File: src/rtl/sc_frame_loader.sv
// sc_frame_loader
// Slow-control transmitter for MAROC-type front-end chips. It captures a
// configuration frame, pulses the chip's SC reset, then shifts the frame out
// LSB first on D_SC/CK_SC. An optional second pass re-shifts the same frame
// while comparing the chip's returned Q_SC stream against it, bit by bit.
//
// Handshake: start is looked at only while the block is idle (busy=0 and not
// in the done cycle). Once accepted, busy stays high until the cycle in which
// done pulses for exactly one cycle. A start that arrives while busy is
// dropped, not queued. err/err_idx describe the last finished transaction and
// are cleared when the next start is accepted.
//
// Every output is driven straight from a flop. The flop inputs are computed
// from the next-state values, so the pins change on the same clock edge as
// the FSM does.
module sc_frame_loader #(
  parameter int FRAME_W = 829,
  parameter int DIV     = 4,
  parameter int RST_CYC = 8,
  parameter int CW      = $clog2(FRAME_W)
) (
  input  logic               CK_in,
  input  logic               rst,
  input  logic               start,
  input  logic               verify,
  input  logic [FRAME_W-1:0] frame,
  input  logic               Q_SC,
  output logic               D_SC,
  output logic               CK_SC,
  output logic               RSTn_SC,
  output logic               busy,
  output logic               done,
  output logic               err,
  output logic [CW-1:0]      err_idx,
  output logic [2:0]         dbg_state
);

  // FSM encoding
  localparam logic [2:0] S_IDLE   = 3'd0;
  localparam logic [2:0] S_RST    = 3'd1;
  localparam logic [2:0] S_LOAD   = 3'd2;
  localparam logic [2:0] S_VERIFY = 3'd3;
  localparam logic [2:0] S_DONE   = 3'd4;

  // One bit period is 2*DIV CK_in cycles. The first DIV cycles have CK_SC low
  // and the last DIV cycles have CK_SC high.
  localparam int PW = $clog2(2 * DIV);
  localparam int RW = (RST_CYC > 1) ? $clog2(RST_CYC) : 1;

  localparam logic [PW-1:0] PH_RISE     = PW'(DIV);
  localparam logic [PW-1:0] PH_PRE_RISE = PW'(DIV - 1);
  localparam logic [PW-1:0] PH_LAST     = PW'(2 * DIV - 1);
  localparam logic [CW-1:0] BIT_LAST    = CW'(FRAME_W - 1);
  localparam logic [RW-1:0] RST_LAST    = RW'(RST_CYC - 1);

  // Control state
  logic [2:0]         state_q,   state_d;
  logic [RW-1:0]      rst_cnt_q, rst_cnt_d;
  logic [PW-1:0]      phase_q,   phase_d;
  logic [CW-1:0]      bit_q,     bit_d;
  logic [FRAME_W-1:0] shadow_q,  shadow_d;
  logic               verify_q,  verify_d;

  // Registered outputs
  logic               d_sc_q,    d_sc_d;
  logic               ck_sc_q,   ck_sc_d;
  logic               rstn_sc_q, rstn_sc_d;
  logic               busy_q,    busy_d;
  logic               done_q,    done_d;
  logic               err_q,     err_d;
  logic [CW-1:0]      err_idx_q, err_idx_d;

  logic shifting_d;
  logic last_phase;
  logic last_bit;
  logic q_mismatch;

  assign last_phase = (phase_q == PH_LAST);
  assign last_bit   = (bit_q == BIT_LAST);
  // Q_SC is compared on the CK_in edge where CK_SC rises. The chip has not
  // shifted yet at that edge, so Q_SC still shows the bit for this index.
  assign q_mismatch = (phase_q == PH_PRE_RISE) && (Q_SC != shadow_q[bit_q]);

  // Next-state logic: sequencing, frame capture and verify comparison
  always_comb begin
    state_d   = state_q;
    rst_cnt_d = rst_cnt_q;
    phase_d   = phase_q;
    bit_d     = bit_q;
    shadow_d  = shadow_q;
    verify_d  = verify_q;
    err_d     = err_q;
    err_idx_d = err_idx_q;

    case (state_q)
      S_IDLE: begin
        if (start) begin
          // Capture the frame so that later changes on the frame bus cannot
          // corrupt a transfer that is already running.
          shadow_d  = frame;
          verify_d  = verify;
          err_d     = 1'b0;
          err_idx_d = '0;
          rst_cnt_d = '0;
          state_d   = S_RST;
        end
      end

      S_RST: begin
        if (rst_cnt_q == RST_LAST) begin
          phase_d = '0;
          bit_d   = '0;
          state_d = S_LOAD;
        end else begin
          rst_cnt_d = rst_cnt_q + 1'b1;
        end
      end

      S_LOAD, S_VERIFY: begin
        // Only the first mismatch is recorded. Later ones leave err_idx alone.
        if ((state_q == S_VERIFY) && q_mismatch && !err_q) begin
          err_d     = 1'b1;
          err_idx_d = bit_q;
        end
        if (last_phase) begin
          phase_d = '0;
          if (last_bit) begin
            // The bit index wraps straight into the verify pass with no gap.
            bit_d   = '0;
            state_d = ((state_q == S_LOAD) && verify_q) ? S_VERIFY : S_DONE;
          end else begin
            bit_d = bit_q + 1'b1;
          end
        end else begin
          phase_d = phase_q + 1'b1;
        end
      end

      S_DONE: begin
        state_d = S_IDLE;
      end

      default: begin
        state_d = S_IDLE;
      end
    endcase
  end

  // Output decode from next state, so every pin is a flop output
  always_comb begin
    shifting_d = (state_d == S_LOAD) || (state_d == S_VERIFY);
    d_sc_d     = shifting_d ? shadow_d[bit_d] : 1'b0;
    ck_sc_d    = shifting_d && (phase_d >= PH_RISE);
    rstn_sc_d  = (state_d != S_RST);
    busy_d     = (state_d == S_RST) || shifting_d;
    done_d     = (state_d == S_DONE);
  end

  // State and output registers with asynchronous active-low reset
  always_ff @(posedge CK_in or negedge rst) begin
    if (!rst) begin
      state_q   <= S_IDLE;
      rst_cnt_q <= '0;
      phase_q   <= '0;
      bit_q     <= '0;
      shadow_q  <= '0;
      verify_q  <= 1'b0;
      d_sc_q    <= 1'b0;
      ck_sc_q   <= 1'b0;
      rstn_sc_q <= 1'b1;
      busy_q    <= 1'b0;
      done_q    <= 1'b0;
      err_q     <= 1'b0;
      err_idx_q <= '0;
    end else begin
      state_q   <= state_d;
      rst_cnt_q <= rst_cnt_d;
      phase_q   <= phase_d;
      bit_q     <= bit_d;
      shadow_q  <= shadow_d;
      verify_q  <= verify_d;
      d_sc_q    <= d_sc_d;
      ck_sc_q   <= ck_sc_d;
      rstn_sc_q <= rstn_sc_d;
      busy_q    <= busy_d;
      done_q    <= done_d;
      err_q     <= err_d;
      err_idx_q <= err_idx_d;
    end
  end

  assign D_SC      = d_sc_q;
  assign CK_SC     = ck_sc_q;
  assign RSTn_SC   = rstn_sc_q;
  assign busy      = busy_q;
  assign done      = done_q;
  assign err       = err_q;
  assign err_idx   = err_idx_q;
  assign dbg_state = state_q;

endmodule

File: config.mk
export PLATFORM = sky130hd
export DESIGN_NAME = sc_frame_loader
export DESIGN_NICKNAME = d
export VERILOG_FILES = /design/src/rtl/sc_frame_loader.sv
export SDC_FILE = /design/constraint.sdc
export NUM_CORES = 2
export LEC_CHECK = 0
export ABC_AREA = 1
export CAP_MARGIN = 20
export CELL_PAD_IN_SITES_DETAIL_PLACEMENT = 0
export CELL_PAD_IN_SITES_GLOBAL_PLACEMENT = 1
export CORE_UTILIZATION = 38
export DETAILED_ROUTE_END_ITERATION = 8
export HOLD_SLACK_MARGIN = 0.06
export PLACE_DENSITY_LB_ADDON = 0.1
export SKIP_CTS_REPAIR_TIMING = 1
export SYNTH_ARGS = -nofsm -noshare
export SYNTH_HDL_FRONTEND = slang
export SYNTH_SLANG_ARGS = --single-unit
File: constraint.sdc
create_clock -name CK_in -period 3.9 [get_ports CK_in]
set_clock_uncertainty 0.2 [all_clocks]
set_input_delay 0.39 -clock CK_in [delete_from_list [all_inputs] [get_ports CK_in]]
set_output_delay 0.39 -clock CK_in [all_outputs]
set_load 0.05 [all_outputs]
=== Word level (Yosys, flattened, before mapping) ===
Index checks and enable logic that the tools add are counted.

* Bits in registers: 865
* Output and inout port bits: 19
* Input bits: 834
* Logic and storage cells: 79

* Equal/unequal tests: 16
* $lt $le $gt $ge: 3
* $add $sub $neg: 3
* Muxes and demuxes: 29
* Reductions and logical operators: 15

{| class="wikitable"
|+ Operator list
! operator !! number
|-
| $mux 829 || 2
|-
| $mux 10 || 5
|-
| $pmux 10 s2 || 2
|-
| $mux 3 || 9
|-
| $lt 10x11->1 const B || 2
|-
| $bmux 1 s10 || 2
|-
| $eq 3x2->1 const B || 5
|-
| $pmux 3 s2 || 2
|-
| $add 10x1->10 const B || 1
|-
| $eq 10x10->1 const B || 1
|-
| $eq 3x3->1 const B || 3
|-
| $pmux 3 s3 || 1
|-
| $add 3x1->3 const B || 2
|-
| $eq 3x1->1 const B || 2
|-
| $ne 2x2->1 const B || 3
|-
| $reduce_and 3->1 || 2
|-
| $logic_and 1x1->1 || 5
|-
| $mux 1 || 5
|-
| $reduce_bool 2->1 || 2
|-
| $ge 3x3->1 const B || 1
|-
| $logic_not 3->1 || 1
|-
| $ne 3x1->1 const B || 1
|-
| $logic_or 1x1->1 || 2
|-
| $pmux 1 s2 || 1
|-
| 4 further kinds || 4
|}

=== Depth between registers and ports, before layout ===
* Word-level depth: 9
* Gate-level depth with buffers: 26
* Mapped depth without buffers: 20

=== Least setup slack after synthesis ===
OpenSTA, ideal clock, no wires.

* Kind: register to register
* Start point: register bit_q[0]
* End point: register d_sc_q (netlist: D_SC)
* Arrival time: 2,896 ps
* Setup time: 115 ps
* Stages on the path, launching flop included: 27
* Period minus slack after synthesis: 3,211 ps
* Data required time: 3,585 ps
* Buffers on the path: 7
* Setup slack: 689 ps
* Path through: dfrtp_1 -> buf_4 -> inv_4 -> buf_4 -> buf_2 -> buf_2 -> ha_1 -> nand2_1 -> nor2_1 -> nand3_4 -> nand3_2 -> nand2_2 -> buf_6 -> buf_6 -> buf_2 -> nand2_1 -> nand3_1 -> nand3_1 -> nand3_1 -> nand3_1 -> nand3_1 -> nand3_1 -> nand3_1 -> nand3_1 -> nand2_1 -> nor2_1 -> nor2_1

* Word-level cells in the longest chain between the ends: 7
* Elaborated cells between the ends (all ways): 15
* Classes of those cells: add/sub (1); eq/ne (3); mux (10); reduce/logical (1)

{| class="wikitable"
|+ Ends and longest elaborated chain
! element !! RTL line !! RTL
|-
| from (decl) || 60 || <nowiki>logic [CW-1:0] bit_q, bit_d;</nowiki>
|-
| from (signal assigned) || 179 || <nowiki>bit_q <= bit_d;</nowiki>
|-
| $add 10x1->10 or $eq 10x10->1 (tied branches) || 132, 79 ||
|-
| $mux 10 or $mux 3 (tied branches) || 127 || <nowiki>if (last_bit) begin</nowiki>
|-
| $mux 10 or $mux 3 (tied branches) || 125 || <nowiki>if (last_phase) begin</nowiki>
|-
| $pmux 10 s2 or $pmux 3 s3 (tied branches) || 95 || <nowiki>case (state_q)</nowiki>
|-
| $bmux 1 s10 or $eq 3x2->1 (tied branches) || 152, 151 ||
|-
| $mux 1 (implied by the code) or $logic_or 1x1->1 (tied branches) || 152, 151 ||
|-
| $mux 1 * || 152 || <nowiki>d_sc_d = shifting_d ? shadow_d[bit_d] : 1'b0;</nowiki>
|-
| named net d_sc_d || 65 || <nowiki>logic d_sc_q, d_sc_d;</nowiki>
|-
| to (signal assigned) || 182 || <nowiki>d_sc_q <= d_sc_d;</nowiki>
|-
| to (decl) || 65 ||
|}

Mark *: on every way through the listed nets, which the timed path passes. The rest lies on a longest branch. The select of a mux whose other input is x is not followed.
A chain may end at the register's enable or synchronous reset.

=== Worst setup path after layout ===
Ends and elaborated chain as after synthesis.

==> out/qor.yml <==
cp-start-kind: "register"
tritoncts_clock_tree: "yes"
fillers: 12840
numPortBuffers: 852
worstSetupEndpoint: "D_SC"
cp-startpoint: "bit_q[0]"
critical_path_buf_inv_count: 3
floorplan.die.width_um: 361.2
post-layout-total-power_mw: 20.15
crit_chain: "buf_4 > nand2_8 > nor2_1 > xor2_1 > nand2_1 > o21ai_4 > clkbuf_16 > buf_6 > nand3_1 > nand3_1 > nand3_2 > nand3_1 > nand3_1 > nand3_1 > nand2_1 > nand2_1 > nor2_1"
worstPathArrival_ns: 4.27
seq_area_frac_synth_pct: 44.15
grt_start_max_net_pins: 115
yosys_warnings: 0
first_global_vias: 53106
min_path_type: "primary input to register"
worst_path_dominant_cell_family: "simple AND/OR/NAND/NOR gates"
most_frequent_cells_in_the_layout: "2844 x nand2_1, 1137 x nand3_1, 859 x dfrtp_1, 851 x clkdlybuf4s50_1, 420 x o21ai_0"
routabilityCongestion: 0.9968
power_dens_cells_nw_per_um2: 311.3
antenna_violating_nets_post_route: 0
drv.max_cap_violation_count: 0
ff2ff_path_depth: 17
synthesis.area_um2: 49030
dp_wirelength_um: 184800
setup.reg_to_reg.worst_slack_ns: 0.03
crit_top_cell: "nand3_1"
comb_power_share_pct: 6.1
synthArstFlopShare_pct: 100.0
multiInputGateArea_um2: 23590
drt_drc_violations_left: 0
design.die.area_um2: 130500
maximum_level_of_the_cts_h_tree: 3
critPathRequiredTime_ns: 4.30
cp_slowest_cell: "dfrtp_4"
core-area_um2: 127800
worst_path_largest_cell_delay_ns: 0.51
layout-area-overhead-vs-synth_pct: 32.05
final.period_utilization_pct: 99.25
timing.setup.critical_path_class: "register to register"
ir_worst_vdd_uv: 332.8
mappedNetlistNets: 7838
drt_pre_antenna_iters: 7
globalRouteTotalUtil_pct: 38.58
grt_pass1_wl_um: 370800
grt_overflow: 0
max-clock-path-buffers: 3
starting_utilization_of_the_core_area_pct: 38.35
power.share.switching_pct: 23.29
power_frac_clock_pct: 49.3
clockRootBuffer: "clkbuf_16"
postLayoutSetupSlackWorst_ns: 0.02909
stages_on_the_worst_setup_path: 17
drtIter0Drc: 6785
antenna_violations_before_repair: 26
final_net_count: 8594
pre_cts_ws_ns: -0.3080
end_of_flow_core_utilization_pct: 50.64
post_layout_nonfiller_instances: 9511
layout.cells.most_common: "nand2_1"
place_inst: 9292
timing_hold_violations_final: 0
clkSinkCount: 865
final-setup-viol-count: 0
net-switching-power_mw: 4.694
synthesis.instances: 6997
worst-slew-pin-transition_ns: 0.9173
rows: 131
clkSlewWorstSetupHoldPaths_ns: 0.06
cts_made_buffers: 103
route.detailed.wl_per_inst_um: 27.54
clock_insertion_delay_worst_skew_ns: 0.72
synth.ff_latch_count: 865
worstPathMaxFanout: 13
finalWirelength_um: 261900
final_tns_setup_ns: 0
r2r-end: "D_SC"
fin_crit_ns: 3.871
synth.distinct_cells: 48
synth_ff_type: "dfrtp_1"
routed-via-count: 54759
synth-edff-count: 0
ff_latch_area_um2: 21660
r2r-start: "bit_q[0]"
power.share.sequential_pct: 44.5
status: "completed"
worstSetupEndpointType: "register"
internal_power_mw: 15.46
timing.slew.headroom_pct: 38.44
maximum_achievable_frequency_ghz: 0.2583
route.detailed.vias_per_inst: 5.757
die_height_um: 361.2
final_max_slew_viol_count: 0
ioPinCount: 853
layout_cell_share_with_drive_strength_beyond_1_pct: 7.591
static-leakage-power_nw: 31.18
hold_depth: 3
post_synth.cell_area_avg_um2: 7.007
## cell type report
class,count,area share (%)
multi-input combinational,5244,36.43
sequential,865,33.46
timing repair buffer,1203,19.54
clock buffer,161,4.816
tap,1662,3.212
inverter,336,2.083
clock inverter,29,0.4155
antenna,11,0.04252
## worst min path at each step
| stage | from | endpoint |
|---|---|---|
| floorplan | rst | CK_SC |
| global route | frame[93] | shadow_q[93] |
| finish | frame[1] | shadow_q[1] |
| global placement | rst | shadow_q[15] |
| detailed placement | rst | shadow_q[15] |
| CTS | rst | shadow_q[181] |
## Yosys cell counts, drive strengths merged (2+ instances only)
cell type	n	area, µm²
nand2	2855	10760
nand3	1164	5843
dfrtp	864	21620
o21ai	568	2846
buf	429	2317
inv	335	1262
nor2	229	900.9
clkbuf	123	465.4
a21oi	119	595.6
o211ai	104	780.8
o221ai	67	586.8
o22ai	39	257.8
o2111ai	33	289.0
nor3	24	120.1
nand4	12	75.07
ha	7	87.58
a211oi	4	30.03
xor2	4	35.03
o41ai	3	26.28
a31oi	2	12.51
nand3b	2	18.77
## per-layer routing
metal / global-route usage [%] / share of wire [%] / up-vias
li1: - / - / 24507
met1: 50.45 / 40 / 26602
met2: 60.42 / 45 / 3071
met3: 7.499 / 9.2 / 555
met4: 20.22 / 5.8 / 24
met5: 0 / 0.060 / -
## sequential cells by signal, summed over array words and instances, names as in the netlist, named ones only
signal	flops
CK_SC	1
done	1
bit_q	10
err	1
err_idx	10
D_SC	1
RSTn_SC	1
phase_q	2
rst_cnt_q	3
busy	1
shadow_q	829
verify_q	1
dbg_state	3
## stage by stage
stage          hold WS, ns  instance area [µm²]
2_1_floorplan      -0.1056                49030
3_3_place_gp        0.1456                60710
3_5_place_dp        0.1430                60710
4_1_cts            -0.5921                64090
5_1_grt            0.06977                64730
6_report           0.03918                64740
## cells by family (layout without fill, tap and decap cells)
group | count (synthesis) | in the layout | synth area share (%)
and+or+nand+nor | 4287 | 4287 | 36.15
AOI/OAI and AO/OA | 945 | 945 | 11.17
buffers and inverters | 888 | 1729 | 8.258
DFF | 865 | 865 | 44.15
adders and majority gates | 7 | 7 | 0.1786
xor gates and xnor gates | 4 | 4 | 0.07145
muxes | 1 | 1 | 0.02042
other | 0 | 11 | 0
## power by group through the flow
stage,Sequential (mW),Combinational (mW),Clock [mW]
after floorplan,9.14,0.00265,0
after global placement,9.14,1.24,0
after detailed placement,9.14,1.22,0
after CTS,8.98,1.23,9.96
after global routing,8.97,1.29,10.3
final,8.98,1.24,9.94
## worst register-to-register path: stages, from the launching register on
cell and delay, ns:
dfrtp_4 0.51, buf_4 0.26, nand2_8 0.21, nor2_1 0.24
xor2_1 0.22, nand2_1 0.12, o21ai_4 0.18, clkbuf_16 0.32
buf_6 0.28, nand3_1 0.23, nand3_1 0.18, nand3_2 0.17
nand3_1 0.18, nand3_1 0.14, nand3_1 0.14, nand2_1 0.06
nand2_1 0.05, nor2_1 0.05
Power figures use the tool's default switching activity.
